### src/rtl/uart_tx_arbiter.sv
// uart_tx_arbiter: shares one UART transmitter between NUM_REQ byte-stream
// requesters. Grants are round-robin and held for a whole packet, so packets
// never interleave on the wire. One byte is buffered in an output register.
// Build option: define UART_ARB_TIMEOUT_EN to force-release a lock that has
// been idle for TIMEOUT_CYCLES cycles (pulses timeout_err on release).
module uart_tx_arbiter #(
  parameter int NUM_REQ        = 4,
  parameter int TIMEOUT_CYCLES = 1_000_000
) (
  input  logic                 clk,
  input  logic                 rst,
  input  logic [NUM_REQ-1:0]   in_valid,
  input  logic [NUM_REQ*8-1:0] in_data,
  input  logic [NUM_REQ-1:0]   in_last,
  output logic [NUM_REQ-1:0]   in_ready,
  output logic [NUM_REQ-1:0]   gnt,
  output logic                 busy,
  output logic [7:0]           out_data,
  output logic                 out_valid,
  input  logic                 out_ready,
  output logic                 timeout_err
);

  localparam int IDX_W = $clog2(NUM_REQ);

  typedef enum logic {
    ARB  = 1'b0,
    LOCK = 1'b1
  } state_t;

  state_t             state_q;
  logic [NUM_REQ-1:0] gnt_q;
  logic [IDX_W-1:0]   owner_q;
  logic [IDX_W-1:0]   rr_ptr_q;
  logic [7:0]         out_data_q;
  logic               out_valid_q;

  logic               out_free;
  logic               in_fire;
  logic [7:0]         sel_data;
  logic               sel_last;
  logic               win_found;
  logic [IDX_W-1:0]   win_idx;
  logic [IDX_W:0]     scan_pos;
  logic               timeout_hit;

  // Output register can take a new byte when empty or being drained this cycle.
  assign out_free = ~out_valid_q | out_ready;

  // Only the current owner sees ready, and only while locked.
  for (genvar gi = 0; gi < NUM_REQ; gi++) begin : g_ready
    assign in_ready[gi] = (state_q == LOCK) & gnt_q[gi] & out_free;
  end

  assign in_fire  = |(in_valid & in_ready);
  assign sel_data = in_data[{owner_q, 3'b000} +: 8];
  assign sel_last = in_last[owner_q];

  // Round-robin scan starting just after the last winner; the nearest set bit wins.
  // Iterating from the farthest position down lets the closest one overwrite.
  always_comb begin
    win_found = 1'b0;
    win_idx   = '0;
    scan_pos  = '0;
    for (int k = NUM_REQ; k >= 1; k--) begin
      scan_pos = {1'b0, rr_ptr_q} + (IDX_W+1)'(k);
      if (scan_pos >= (IDX_W+1)'(NUM_REQ)) begin
        scan_pos = scan_pos - (IDX_W+1)'(NUM_REQ);
      end
      if (in_valid[scan_pos[IDX_W-1:0]]) begin
        win_found = 1'b1;
        win_idx   = scan_pos[IDX_W-1:0];
      end
    end
  end

`ifdef UART_ARB_TIMEOUT_EN
  logic [31:0] idle_cnt_q;
  logic        timeout_err_q;
  logic        lock_idle;

  // A locked cycle counts as idle only when nothing moves and nothing is buffered.
  assign lock_idle   = (state_q == LOCK) & ~in_fire & ~out_valid_q;
  assign timeout_hit = lock_idle & (idle_cnt_q == 32'(TIMEOUT_CYCLES - 1));
  assign timeout_err = timeout_err_q;

  // Idle counter: held at zero in ARB (so it starts clean on entry to LOCK),
  // cleared on every accepted byte, and one-cycle error pulse on forced release.
  always_ff @(posedge clk or posedge rst) begin
    if (rst) begin
      idle_cnt_q    <= '0;
      timeout_err_q <= 1'b0;
    end else begin
      timeout_err_q <= timeout_hit;
      if (state_q == ARB || in_fire || timeout_hit) begin
        idle_cnt_q <= '0;
      end else if (lock_idle) begin
        idle_cnt_q <= idle_cnt_q + 32'd1;
      end
    end
  end
`else
  assign timeout_hit = 1'b0;
  assign timeout_err = 1'b0;
`endif

  // Arbitration FSM plus the output byte register.
  always_ff @(posedge clk or posedge rst) begin
    if (rst) begin
      state_q     <= ARB;
      gnt_q       <= '0;
      owner_q     <= '0;
      rr_ptr_q    <= IDX_W'(NUM_REQ - 1);
      out_data_q  <= '0;
      out_valid_q <= 1'b0;
    end else begin
      // A new byte replaces a drained one in the same cycle; otherwise drain clears.
      if (in_fire) begin
        out_data_q  <= sel_data;
        out_valid_q <= 1'b1;
      end else if (out_valid_q && out_ready) begin
        out_valid_q <= 1'b0;
      end

      case (state_q)
        ARB: begin
          if (win_found) begin
            state_q <= LOCK;
            gnt_q   <= {{(NUM_REQ-1){1'b0}}, 1'b1} << win_idx;
            owner_q <= win_idx;
          end
        end
        LOCK: begin
          if ((in_fire && sel_last) || timeout_hit) begin
            state_q  <= ARB;
            gnt_q    <= '0;
            rr_ptr_q <= owner_q;
          end
        end
        default: begin
          state_q <= ARB;
          gnt_q   <= '0;
        end
      endcase
    end
  end

  assign gnt       = gnt_q;
  assign out_data  = out_data_q;
  assign out_valid = out_valid_q;
  assign busy      = (state_q == LOCK) | out_valid_q;

endmodule
### config.mk
export PLATFORM = sky130hd
export DESIGN_NAME = uart_tx_arbiter
export DESIGN_NICKNAME = d
export VERILOG_FILES = /design/src/rtl/uart_tx_arbiter.sv
export SDC_FILE = /design/constraint.sdc
export NUM_CORES = 1
export LEC_CHECK = 0
export BUFFER_PORTS_ARGS = -buffer_cell sky130_fd_sc_hd__buf_4
export CORE_ASPECT_RATIO = 1.75
export CORE_UTILIZATION = 30
export CTS_BUF_LIST = sky130_fd_sc_hd__clkbuf_8
export CTS_CLUSTER_SIZE = 20
export DETAILED_ROUTE_END_ITERATION = 6
export PLACE_DENSITY = 0.69
export SYNTH_ARGS = -nofsm -noshare
export SYNTH_HDL_FRONTEND = slang
export SYNTH_SLANG_ARGS = --single-unit
### constraint.sdc
create_clock -name clk -period 3.6 [get_ports clk]
set_input_delay 0.72 -clock clk [delete_from_list [all_inputs] [get_ports clk]]
set_output_delay 0.72 -clock clk [all_outputs]
set_load 0.02 [all_outputs]
==> key figures, run 1 <==
Place
  • Routability cong.: 0.858
  • Placed Cells: 185
  • HPWL reported at the end of detailed placement: 2040 µm
  • IO Port Bufs: 60
  • Placed Area: 1570 µm²

CTS
  • Setup repair bufs after CTS: 0
  • CTS root buffer: clkbuf_8
  • Clk sinks: 18
  • Total CTS buffers: 3
  • Clk_lat worst skew: 0.25 ns
  • Clk buf depth: 2
  • Clock tree from TritonCTS: done
  • Hold buffer count at cts: 0
  • Clock slew at reported path FFs: 0.06 ns
  • H-tree depth: 1
  • CTS resizes: 0

Synthesis
  • Post-Syn Nets: 128
  • Ys flop type: dfrtp_1
  • Synthesized area: 1090 µm²
  • Syn avg cell area: 12.8 µm²
  • Share of the synthesized area in the top cell type: 36.7%
  • Cell with the most instances after synthesis: dfrtp_1
  • Yosys warns: 0
  • Cells after synthesis: 85
  • Synth top cells by count: dfrtp_1 (16), mux2_2 (9), mux4_2 (8)
  • Cell variety after synth: 33
  • Post-synthesis sequential area ratio: 41.5%
  • Async S/R FF share, synth: 100%
  • Yosys top cell by area: dfrtp_1
  • EDFF count, synth: 0
  • Synth top area cells: dfrtp_1 (37%), mux4_2 (17%), mux2_2 (9.3%)
  • #FFs+latches synth: 18

Flow run
  • Max Cap Violations: 0

Critical path
  • CP dominant cell by count: buf_4
  • Top delay family on crit path: simple AND/OR/NAND/NOR gates
  • Critical-path top delay cell: nand2b_1
  • CP required: 2.88 ns
  • Crit-path max FO: 6
  • Worst path bufs/invs: 2
  • Arr. time, crit path: 1.42 ns
  • Cell breakdown of the critical path: buf_4 -> nand2b_1 -> and3_1 -> buf_4
  • Worst Setup End Kind: output port
  • Max stage delay on crit path: 0.22 ns
  • Crit path kind: in -> out
  • Setup crit start kind: input port

Power and ir drop
  • Seq pwr share: 34.7%
  • Pwr Density: 757 nW/µm²
  • Sw Ratio: 37.1%
  • Pleak: 0.777 nW
  • Tot Pwr: 0.00123 W
  • Combinational Power Share: 52.3%
  • Peak supply drop: 0.271 mV
  • Int Power: 0.000773 W
  • Psw: 0.000457 W
  • Clock power share: 13.0%

Timing
  • Final min period: 2.14 ns
  • Relative slew slack: 55.0%
  • Final Hold Fails: 0
  • Sum Neg Setup Slack: 0 ns
  • Tightest Pin Transition: 0.676 ns
  • RSZ-0062 raised after global routing: no
  • Crit share post-route: 59.4%
  • Setup skew after layout: 0.00264 ns
  • Final Slew Violations: 0
  • Endpoints failing setup: 0
  • Achievable clock frequency: 468 MHz

Routing
  • Detailed Routing Iterations Pass 1: 4
  • Vias per inst: 5.13
  • Antenna viol nets, final: 0
  • Wirelength per Cell: 13.3 µm
  • Iteration-0 DRC Markers: 18
  • Routed via count: 969
  • Total Wirelength: 2510 µm
  • DR DRC count: 0

Cells and area
  • Layout cell share with drive strength beyond 1: 62.5%
  • Non-Filler Instances: 189
  • Nets@finish: 188
  • Fill count: 338
  • Area growth syn-to-layout: 48.9%
  • Final Instance Area: 1620 µm²
  • Final core occ: 47.3%
  • ANT cells: 0

Die
  • Height of the die: 81.8 µm
  • I/O pin count: 62
  • Core area: 3430 µm²
  • Row count: 28
  • Die width: 47.6 µm
  • Starting density of the core: 31.8%
  • Die ar.: 3890 µm²

Global routing
  • Initial antenna violation count: 0
  • Vias in the first global route: 959
  • First-pass GRT wire length: 3920 µm
  • Largest net degree at the start of global routing: 19
  • Global route overflow: 0
  • Total GRT Usage: 14.1%

Outcome
  • Run status: finished, final reports clean

Hold path
  • Hold WC Path Type: reg -> reg
==> registers in the layout (all words and copies together) (netlist names) <==
signal,flops
out_data,8
state_q,1
gnt,4
owner_q,2
out_valid,1
rr_ptr_q,2
==> path summary, 6_finish.rpt <==
check	from	to	slack [ns]	depth (start not counted)
setup / recovery	out_ready	in_ready[0]	1.46	4
hold / removal	out_data[7]	out_data[7]	0.51	1
setup reg to reg	owner_q[0]	rr_ptr_q[0]	1.70	4
hold reg to reg	out_data[7]	out_data[7]	0.51	1
max in group asynchronous	rst	out_data[2]	2.61	2
min in group asynchronous	rst	out_data[7]	0.56	2
==> power by group through the flow <==
stage                     Clock [W]  Sequential, W  Combinational [W]
after global placement            0       0.000427           0.000637
after detailed placement          0       0.000433           0.000650
after CTS                  0.000165       0.000431           0.000652
after global routing       0.000175       0.000450           0.000695
final                      0.000160       0.000427           0.000642
after floorplan                   0       0.000439           0.000416
==> cell families (layout without fill, tap and decap cells) <==
logic type             after synthesis  after routing  share of synthesized area (%)
multiplexers                        20             20                           29.5
AO/OA/AOI/OAI                       16             16                           13.6
buffers and inverters                8             67                           3.67
AND/OR/NAND/NOR                     22             22                           11.4
flip-flops                          18             18                           41.5
other                                1              1                          0.344
==> layout make-up <==
type	instances	area [µm²]	share of cell area, %
Tap cell	45	56.3	3.47
Sequential cell	18	453	27.9
Timing Repair Buffer	60	450	27.7
Clock buffer	4	55.1	3.39
Inverter	3	11.3	0.693
Multi-Input combinational cell	59	598	36.8
==> metrics by stage <==
step | hold WS, ns | worst slack [ns]
finish | 0.509 | 1.46
detailed placement | 0.499 | 1.46
global placement | 0.495 | 1.48
global route | 0.529 | 1.42
floorplan | 0.609 | 1.68
CTS | 0.514 | 1.46
==> placed cells by master (no fill, tap or decap) <==
master    synthesis  final
a211o_1           1      1
a211oi_1          1      1
a21boi_0          1      1
a21o_1            1      1
a21o_4            1      1
a21oi_1           1      1
a22o_1            2      2
a311oi_1          1      1
a32o_1            4      4
and3_1            4      4
buf_4             2     60
clkbuf_8          0      4
conb_1            1      1
dfrtp_1          16     16
dfstp_2           2      2
inv_1             3      3
mux2_2            9      9
mux2_4            2      2
mux2i_1           1      1
mux4_2            8      8
nand2_1           2      2
nand2b_1          4      4
nand3_1           1      1
nor2_1            3      3
nor2b_1           1      1
nor3_1            1      1
nor3b_1           1      1
nor4_1            1      1
o211ai_4          1      1
o21ai_0           2      2
or2_2             3      3
or3_1             1      1
==> per-layer routing <==
layer | vias up | routed length (µm) | GRT usage [%]
li1 | 444 | - | -
met1 | 472 | 856 | 14.1
met5 | - | 0 | 0
met3 | 7 | 140 | 2.42
met4 | 0 | 58 | 8.06
met2 | 46 | 1450 | 25.5
(Power assumes the default switching activity.)
==> run 2, diff against run 1 <==
==> constraint.sdc (replaced) <==
create_clock -name clk -period 2.1 [get_ports clk]
set_input_delay 0.42 -clock clk [delete_from_list [all_inputs] [get_ports clk]]
set_output_delay 0.42 -clock clk [all_outputs]
set_load 0.02 [all_outputs]
==> key figures, run 2 (synthesized netlist as in run 1, its figures left out) <==
Timing
  • RSZ-0062 raised after global routing: no (unchanged)
  • Final Hold Fails: 0 (unchanged)
  • Endpoints failing setup: 0 (unchanged)
  • Sum Neg Setup Slack: 0 ns (unchanged)
  • Relative slew slack: 56.6% (was 55.0%)
  • Hold Slack: 0.265 ns (was 0.509 ns)
  • Final min period: 1.65 ns
  • Crit share post-route: 78.6%
  • Achievable clock frequency: 606 MHz
  • Tightest Pin Transition: 0.651 ns (was 0.676 ns)
  • Final worst slack: 0.449 ns (was 1.46 ns)
  • Final Slew Violations: 0 (unchanged)
  • Setup skew after layout: 0.00509 ns (was 0.00264 ns)

CTS
  • Clock tree from TritonCTS: done (unchanged)
  • Total CTS buffers: 3 (unchanged)
  • H-tree depth: 1 (unchanged)
  • Setup repair bufs after CTS: 0 (unchanged)
  • Clock slew at reported path FFs: 0.06 ns (about the same)
  • CTS root buffer: clkbuf_8 (unchanged)
  • Clk buf depth: 2 (unchanged)
  • Hold buffer count at cts: 0 (unchanged)
  • CTS resizes: 0 (unchanged)
  • Clk sinks: 18 (unchanged)
  • Clk_lat worst skew: 0.25 ns (about the same)

Place
  • HPWL reported at the end of detailed placement: 2120 µm (was 2040 µm)
  • Routability cong.: 0.867 (was 0.858)
  • IO Port Bufs: 60 (unchanged)
  • Pre-CTS setup slack: 0.311 ns (was 1.46 ns)

Outcome
  • Run status: finished, final reports clean (unchanged)

Power and ir drop
  • Peak supply drop: 0.569 mV (was 0.271 mV)
  • Pleak: 0.785 nW (was 0.777 nW)
  • Tot Pwr: 0.00210 W (was 0.00123 W)
  • Pwr Density: 1290 nW/µm² (was 757 nW/µm²)

Routing
  • Detailed Routing Iterations Pass 1: 3 (was 4)
  • Iteration-0 DRC Markers: 8 (was 18)
  • DR DRC count: 0 (unchanged)
  • Antenna viol nets, final: 0 (unchanged)
  • Wirelength per Cell: 13.5 µm (was 13.3 µm)
  • Vias per inst: 4.96 (was 5.13)
  • Total Wirelength: 2570 µm (was 2510 µm)
  • Routed via count: 947 (was 969)

Die
  • Die width: 47.6 µm (unchanged)
  • Row count: 28 (unchanged)
  • Die ar.: 3890 µm² (unchanged)
  • Starting density of the core: 31.8% (unchanged)
  • Height of the die: 81.8 µm (unchanged)
  • Core area: 3430 µm² (unchanged)
  • I/O pin count: 62 (unchanged)

Global routing
  • Largest net degree at the start of global routing: 19 (unchanged)
  • Initial antenna violation count: 0 (unchanged)
  • First-pass GRT wire length: 3880 µm (was 3920 µm)
  • Global route overflow: 0 (unchanged)
  • Total GRT Usage: 14.2% (was 14.1%)
  • Vias in the first global route: 912 (was 959)

Critical path
  • Arr. time, crit path: 1.78 ns (was 1.42 ns)
  • Crit path kind: reg -> reg (was in -> out)
  • Worst Setup End Kind: flip-flop (was output port)
  • Setup crit start kind: flip-flop (was input port)
  • Crit-path max FO: 8 (was 6)
  • RR Startpoint: owner_q[0] (unchanged)
  • CP required: 2.23 ns (was 2.88 ns)
  • R2r endpoint: out_data[3] (was rr_ptr_q[0])
  • Worst R2R Setup Slack: 0.45 ns (was 1.70 ns)
  • Reg2Reg Depth: 3 (was 4)

Hold path
  • Hold WC Path Type: in -> async (was reg -> reg)

Cells and area
  • Most common cell after layout, fill and taps aside: buf_4 (unchanged)
  • Nets@finish: 190 (was 188)
  • Layout cell share with drive strength beyond 1: 62.3% (was 62.5%)
  • Max reg flops: 8 (unchanged)
  • ANT cells: 0 (unchanged)
  • Most frequent cells in the layout: buf_4 (62), dfrtp_1 (16), mux2_2 (9) (was buf_4 (60), dfrtp_1 (16), mux2_2 (9))
  • Area growth syn-to-layout: 49.3% (was 48.9%)

Flow run
  • Max Cap Violations: 0 (unchanged)
[run 2: worst max-delay path, stage by stage (launching register included)]
cell and delay, ns:
dfrtp_1 0.48, buf_4 0.26, mux4_2 0.52, mux2_2 0.27
[run 2: worst max path at each step]
stage / endpoint / slack [ns] / startpoint
4_1_cts: out_data[0] / 0.42 / owner_q[0]
3_3_place_gp: rr_ptr_q[1] / 0.34 / in_valid[1]
3_5_place_dp: rr_ptr_q[1] / 0.31 / in_valid[1]
5_1_grt: out_data[6] / 0.35 / owner_q[0]
2_1_floorplan: rr_ptr_q[0] / 0.53 / gnt[1]
6_report: out_data[3] / 0.45 / owner_q[0]
[run 2: layout make-up]
| type | count | area (µm²) |
|---|---|---|
| Clock inverter | 1 | 3.75 |
| Timing Repair Buffer | 62 | 465 |
| Multi-Input combinational cell | 59 | 598 |
| Tap cell | 45 | 56.3 |
| Sequential cell | 18 | 453 |
| Inverter | 3 | 11.3 |
| Fill cell | 339 | 1800 |
| Clock buffer | 3 | 41.3 |
[run 2: report_power, final]
group,leakage (nW),switching (W),internal [W]
sequential,0.215,0.000140,0.000522
clock,0.0269,0.0000999,0.000129
combinational,0.543,0.000552,0.000661
total,0.785,0.000792,0.00131
[run 2: per-layer routing]
metal / up-vias / track usage (%) / share of wire, % / routed length [µm]
met4: 0 / 6.67 / 0.78 / 20
met2: 33 / 26.3 / 59 / 1510
met3: 4 / 2.42 / 5.9 / 153
met1: 465 / 14.3 / 35 / 893
li1: 445 / - / - / -
met5: - / 0 / 0 / 0
[run 2: stage by stage]
| stage | area, µm² | std cells | utilization [%] |
|---|---|---|---|
| after floorplan | 1090 | 85 | - |
| after global placement | 1580 | 187 | 46.1 |
| after detailed placement | 1580 | 187 | 46.1 |
| after CTS | 1630 | 191 | 47.4 |
| after global routing | 1630 | 191 | 47.4 |
| final | 1630 | 191 | 47.4 |
